$ cat src/rtl/energy_counter_mc.sv
// Multi-channel edge-energy event counter with one-entry pending slots per channel
// and round-robin publication of closed events into a single output register.
module energy_counter_mc #(
  parameter int unsigned CHANNELS     = 4,
  parameter int unsigned CNT_WIDTH    = 12,
  parameter int unsigned HISTORY_BITS = 16
) (
  input  logic                                               clk,
  input  logic                                               rst_n,
  input  logic                                               enable,
  input  logic [CHANNELS-1:0]                                signal_rising,
  input  logic [CHANNELS-1:0]                                signal_falling,
  output logic [CHANNELS-1:0]                                active,
  output logic                                               out_valid,
  input  logic                                               out_ready,
  output logic [((CHANNELS > 1) ? $clog2(CHANNELS) : 1)-1:0] out_channel,
  output logic [CNT_WIDTH-1:0]                               out_energy,
  output logic                                               out_saturated,
  output logic [15:0]                                        drop_count
);
  localparam int unsigned CH_W = (CHANNELS > 1) ? $clog2(CHANNELS) : 1;
  localparam int unsigned Q_W  = $clog2(HISTORY_BITS);
  localparam logic [CNT_WIDTH:0] CNT_MAX = {1'b0, {CNT_WIDTH{1'b1}}};
  localparam logic [Q_W-1:0]     Q_LAST  = Q_W'(HISTORY_BITS - 1);

  typedef enum logic {IDLE = 1'b0, OPEN = 1'b1} ch_state_t;

  logic [CHANNELS-1:0]  pend_valid;
  logic [CHANNELS-1:0]  pend_sat;
  logic [CHANNELS-1:0]  drop_v;
  logic [CNT_WIDTH-1:0] pend_energy [CHANNELS];
  logic                 can_load;
  logic                 grant_any;
  logic [CH_W-1:0]      grant_idx;
  logic [CH_W-1:0]      rr_start;
  logic [16:0]          drop_sum;

  assign can_load = ~out_valid | out_ready;

  for (genvar g = 0; g < CHANNELS; g++) begin : g_ch
    ch_state_t            state_q, state_d;
    logic [CNT_WIDTH-1:0] acc_q, acc_d;
    logic                 sat_q, sat_d;
    logic [Q_W-1:0]       quiet_q, quiet_d;
    logic                 hit, close, granted, at_max;
    logic [CNT_WIDTH:0]   sum;
    logic                 slot_v_q, slot_s_q;
    logic [CNT_WIDTH-1:0] slot_e_q;

    assign hit     = signal_rising[g] | signal_falling[g];
    // An idle channel sums from zero so a new event never inherits an old total
    assign sum     = ((state_q == OPEN) ? {1'b0, acc_q} : '0)
                   + (CNT_WIDTH+1)'(signal_rising[g]) + (CNT_WIDTH+1)'(signal_falling[g]);
    assign at_max  = (sum >= CNT_MAX);
    assign granted = grant_any && (grant_idx == CH_W'(g));

    always_ff @(posedge clk or negedge rst_n) begin
      if (!rst_n) begin
        state_q <= IDLE;
        acc_q   <= '0;
        sat_q   <= 1'b0;
        quiet_q <= '0;
      end else begin
        state_q <= state_d;
        acc_q   <= acc_d;
        sat_q   <= sat_d;
        quiet_q <= quiet_d;
      end
    end

    always_comb begin
      state_d = state_q;
      acc_d   = acc_q;
      sat_d   = sat_q;
      quiet_d = quiet_q;
      close   = 1'b0;
      case (state_q)
        IDLE: begin
          if (enable && hit) begin
            state_d = OPEN;
            acc_d   = at_max ? CNT_MAX[CNT_WIDTH-1:0] : sum[CNT_WIDTH-1:0];
            sat_d   = at_max;
            quiet_d = '0;
          end
        end
        OPEN: begin
          acc_d = at_max ? CNT_MAX[CNT_WIDTH-1:0] : sum[CNT_WIDTH-1:0];
          sat_d = sat_q | at_max;
          if (hit) begin
            quiet_d = '0;
          end else if (quiet_q == Q_LAST) begin
            state_d = IDLE;
            close   = 1'b1;
          end else begin
            quiet_d = quiet_q + Q_W'(1);
          end
        end
        default: state_d = IDLE;
      endcase
    end

    // A slot being granted this cycle can accept the closing result directly
    always_ff @(posedge clk or negedge rst_n) begin
      if (!rst_n) begin
        slot_v_q <= 1'b0;
        slot_e_q <= '0;
        slot_s_q <= 1'b0;
      end else if (close && (!slot_v_q || granted)) begin
        slot_v_q <= 1'b1;
        slot_e_q <= acc_q;
        slot_s_q <= sat_q;
      end else if (granted) begin
        slot_v_q <= 1'b0;
      end
    end

    assign pend_valid[g]  = slot_v_q;
    assign pend_sat[g]    = slot_s_q;
    assign pend_energy[g] = slot_e_q;
    assign drop_v[g]      = close & slot_v_q & ~granted;
    assign active[g]      = (state_q == OPEN);
  end

  // Round-robin: lowest full slot at or above rr_start wins, else lowest below it
  always_comb begin
    grant_any = 1'b0;
    grant_idx = '0;
    if (can_load) begin
      for (int c = CHANNELS - 1; c >= 0; c--) begin
        if (pend_valid[c] && (c < int'(rr_start))) begin
          grant_any = 1'b1;
          grant_idx = CH_W'(c);
        end
      end
      for (int c = CHANNELS - 1; c >= 0; c--) begin
        if (pend_valid[c] && (c >= int'(rr_start))) begin
          grant_any = 1'b1;
          grant_idx = CH_W'(c);
        end
      end
    end
  end

  always_ff @(posedge clk or negedge rst_n) begin
    if (!rst_n) begin
      out_valid     <= 1'b0;
      out_channel   <= '0;
      out_energy    <= '0;
      out_saturated <= 1'b0;
      rr_start      <= '0;
    end else if (can_load) begin
      out_valid <= grant_any;
      if (grant_any) begin
        out_channel   <= grant_idx;
        out_energy    <= pend_energy[grant_idx];
        out_saturated <= pend_sat[grant_idx];
        rr_start      <= (grant_idx == CH_W'(CHANNELS - 1)) ? '0 : grant_idx + CH_W'(1);
      end
    end
  end

  always_comb begin
    drop_sum = {1'b0, drop_count};
    for (int c = 0; c < CHANNELS; c++) begin
      drop_sum = drop_sum + 17'(drop_v[c]);
    end
  end

  always_ff @(posedge clk or negedge rst_n) begin
    if (!rst_n) drop_count <= '0;
    else        drop_count <= drop_sum[16] ? 16'hFFFF : drop_sum[15:0];
  end
endmodule

$ cat config.mk
export PLATFORM = sky130hd
export DESIGN_NAME = energy_counter_mc
export DESIGN_NICKNAME = d
export VERILOG_FILES = /design/src/rtl/energy_counter_mc.sv
export SDC_FILE = /design/constraint.sdc
export NUM_CORES = 1
export LEC_CHECK = 0
export CAP_MARGIN = 20
export CELL_PAD_IN_SITES_DETAIL_PLACEMENT = 1
export CELL_PAD_IN_SITES_GLOBAL_PLACEMENT = 2
export CORE_UTILIZATION = 39
export CTS_BUF_LIST = sky130_fd_sc_hd__clkbuf_16
export DETAILED_ROUTE_END_ITERATION = 8
export GPL_TIMING_DRIVEN = 0
export PLACE_DENSITY = 0.86
export SLEW_MARGIN = 20
export SYNTH_ARGS = -nofsm -noshare
export SYNTH_HDL_FRONTEND = slang
export SYNTH_SLANG_ARGS = --single-unit
$ cat constraint.sdc
create_clock -name clk -period 5.3 [get_ports clk]
set_input_delay 1.06 -clock clk [delete_from_list [all_inputs] [get_ports clk]]
set_output_delay 1.06 -clock clk [all_outputs]
set_load 0.02 [all_outputs]
==> flow_metrics.py, run 1 <==
metrics = {
    "placed_design": {
        "portBuffers": 47,
        "placed_cell_area_mm2": 0.00942,
        "dp.cells": 1207,
        "gp_routability_congestion": 0.827,
        "place.detailed.hpwl_um": 15900,
    },
    "critical_path": {
        "critPathKind": "primary input to flop",
        "timing.rr.end": "drop_count[8]",
        "timing.rr.start": "g_ch[0].slot_v_q",
        "timing.critical_path.required_ns": 5.67,
        "endpoint_arrival_time_on_the_critical_path_ns": 5.40,
        "critical_path.startpoint": "out_ready",
        "setup.reg_to_reg.worst_slack_ns": 0.82,
        "worst_setup_path_endpoint": "drop_count[8]",
        "crit_path_capture_type": "flop",
        "critical_path.startpoint_type": "primary input",
        "path_max_fanout": 11,
        "worst-r2r-cell-count": 19,
    },
    "detailed_routing": {
        "route.antenna.remaining_nets": 0,
        "routed_wire_length_per_instance_um": 17.8,
        "route.final.wire_length_um": 22100,
        "vias": 6728,
        "vias_per_std_cell": 5.42,
        "drtPass1Iterations": 4,
        "drt_drc_violations_left": 0,
        "first_iter_violations": 247,
    },
    "die": {
        "fp.dieH_um": 150,
        "core_region_area_mm2": 0.0213,
        "dieArea_mm2": 0.0226,
        "dieWidth_um": 150,
        "initial_utilization_pct": 40.3,
        "rows": 53,
        "i_o_pins": 48,
    },
    "synthesis": {
        "syn_nets": 914,
        "synth_enable_flop_cells": 0,
        "ys_seq_elements": 162,
        "yosys.cell_types.count": 64,
        "syn-cell-area_mm2": 0.00857,
        "seq_area_frac_synth_pct": 47.3,
        "synth_warnings": 0,
        "postSynthCellCount": 884,
        "synth.avg_cell_area_um2": 9.70,
        "synth_ff_type": "dfrtp_1",
        "synth_async_sr_flop_share_pct": 100,
    },
    "final_layout": {
        "finish.cell_count_without_fillers": 1241,
        "synthToLayoutAreaGrowth_pct": 17.4,
        "multi_input_area_mm2": 0.00417,
        "insertedDiodeCount": 0,
        "drive_above_1_share_pct": 12.5,
        "design.final.nets": 983,
        "final-seq-area_mm2": 0.00405,
        "most-common-layout-cells": "nand2_1 (181), dfrtp_1 (162), a21oi_1 (55)",
        "fillers": 2380,
        "final_common_cell": "nand2_1",
        "finish.instance_area_mm2": 0.0101,
    },
    "clocking": {
        "path_clk_slew_ns": 0.06,
        "clock_network_latency_to_the_later_pin_of_the_worst_skew_pair_ns": 0.43,
        "ctsRootBufferMaster": "clkbuf_16",
        "tritoncts": "built",
        "maximum_number_of_buffers_from_clock_root_to_sink": 2,
        "cts_sinks": 162,
        "htree_num_levels": 4,
        "total_clock_buffers_created_by_cts": 17,
    },
    "timing": {
        "period_share_pct": 95.1,
        "setup-violations-final": 0,
        "post-route-min-period_ns": 5.04,
        "maxSlewHeadroom_pct": 40.9,
        "rsz_0062_raised_after_global_routing": "no",
        "slew_viol_final": 0,
        "clock-skew-final_ns": 0.00804,
        "finalHoldViolations": 0,
        "clock.fmax_mhz": 198,
        "worst_pin_slew_ns": 0.884,
        "final.setup.tns_ns": 0,
    },
    "status": {
        "outcome": "finished, final reports clean",
    },
    "pwr": {
        "power_leakage_uw": 0.00467,
        "max-vdd-ir-drop_mv": 0.187,
        "fin_total_pwr_uw": 3550,
        "p_per_area_mw_per_mm2": 353,
    },
    "global_routing": {
        "largest_net_degree_at_the_start_of_global_routing": 86,
        "grt_first_pass_wirelength_um": 36900,
        "grt_antenna_before_repair": 0,
        "final_global_route_overflow_total": 0,
        "tot_gr_track_use_pct": 21.0,
        "via_count_of_the_first_global_routing_pass": 7044,
    },
    "flow_run": {
        "number_of_violations_of_the_max_capacitance_limit": 0,
    },
    "min_path": {
        "min-delay-path-class": "flop to flop",
    },
}
[how the worst min path moves through the flow]
stage                         from                  end  slack (ns)  cells after the start
3_3_place_gp        out_channel[0]       out_channel[0]        0.46                      2
6_report       g_ch[3].slot_e_q[4]  g_ch[3].slot_e_q[4]        0.49                      1
4_1_cts        g_ch[3].slot_e_q[4]  g_ch[3].slot_e_q[4]        0.50                      1
2_1_floorplan  g_ch[1].slot_e_q[6]  g_ch[1].slot_e_q[6]        0.45                      2
3_5_place_dp   g_ch[1].slot_e_q[6]  g_ch[1].slot_e_q[6]        0.47                      2
5_1_grt        g_ch[3].slot_e_q[4]  g_ch[3].slot_e_q[4]        0.51                      1
[synth_stat cells, types with 15 or more instances]
cell type  count  area, um^2
nand3_1       44         220
xor2_1        17         149
clkbuf_1      19        71.3
buf_2         15        75.1
mux2_2        38         428
o21ai_0       44         220
a221o_1       17         170
nand4_1       15        93.8
nor2_1        40         150
inv_1         26        97.6
dfrtp_1      162        4050
nand2_1      181         679
xnor2_1       20         175
a21oi_1       55         275
[cells by family after synthesis]
logic type,share of synthesized area (%)
buffers and inverters,4.12
AND/OR/NAND/NOR,19.5
AO/OA/AOI/OAI,12.9
adder cells (fa/ha/maj),3.24
flip-flops,47.3
XOR/XNOR,3.78
multiplexers,9.11
[critical path, stage by stage]
cell,delay (ns)
clkdlybuf4s50_1,0.45
nand2b_4,0.17
o311ai_2,0.17
nor2_4,0.21
inv_2,0.08
buf_6,0.14
buf_4,0.17
ha_1,0.20
nand2_1,0.14
nand3_1,0.14
fa_1,0.52
fa_1,0.46
inv_1,0.08
fa_1,0.24
nand2_1,0.09
or3_4,0.41
or3_4,0.42
buf_6,0.15
nand2_1,0.06
[flip-flops by register name, indices dropped and copies added (netlist names)]
signal / count
out_channel: 2
g_ch.quiet_q: 16
out_energy: 12
g_ch.state_q: 4
g_ch.sat_q: 4
rr_start: 2
drop_count: 16
g_ch.slot_v_q: 4
out_saturated: 1
out_valid: 1
g_ch.slot_e_q: 48
g_ch.slot_s_q: 4
g_ch.acc_q: 48
[power breakdown]
group | switching (uW) | total, uW | leakage, uW | internal, uW
Sequential | 140 | 1500 | 0.00217 | 1360
Combinational | 420 | 729 | 0.00219 | 309
Clock | 500 | 1320 | 0.000313 | 824
[through the flow]
stage	setup WS (ns)	hold WS (ns)	util [%]
6_report	0.262	0.494	47.3
4_1_cts	0.0941	0.499	47.2
5_1_grt	0.0502	0.511	47.3
3_3_place_gp	-3.78	0.462	44.1
3_5_place_dp	-0.509	0.475	44.2
2_1_floorplan	0.536	0.450	-
[routing by layer]
metal	track usage (%)	vias to the layer above	part of all wire, %
li1	-	3231	-
met1	27.9	3397	47
met2	34.8	77	49
met3	4.15	23	2.9
met4	6.11	0	1.7
met5	0	-	0
[repair_timing]
action,in CTS,in global routing
buffers inserted,0,2
hold buffers,0,0
resized for setup,1,1
setup endpoints to repair,11,11
hold endpoints to repair,0,0
pin swaps,0,1
[cell type report]
type / instances / area share, %
Multi-Input combinational cell: 648 / 41.4
Tap cell: 275 / 3.42
Inverter: 28 / 1.04
Clock buffer: 17 / 4.23
Buffer: 46 / 2.46
Clock inverter: 15 / 1.98
Sequential cell: 162 / 40.3
Timing Repair Buffer: 50 / 5.15
Note: power is estimated with default switching activity, not from simulation.
==> inputs of run 2 (changes only) <==
--- a/config.mk
+++ b/config.mk
@@ -10,8 +10,10 @@
 export CELL_PAD_IN_SITES_GLOBAL_PLACEMENT = 2
 export CORE_UTILIZATION = 39
 export CTS_BUF_LIST = sky130_fd_sc_hd__clkbuf_16
+export CTS_CLUSTER_DIAMETER = 120
 export DETAILED_ROUTE_END_ITERATION = 8
 export GPL_TIMING_DRIVEN = 0
+export HOLD_SLACK_MARGIN = 0.03
 export PLACE_DENSITY = 0.86
 export SLEW_MARGIN = 20
 export SYNTH_ARGS = -nofsm -noshare
==> results of run 2 <==
Same layout as run 1: the final DEF is identical, and so are final timing and power.
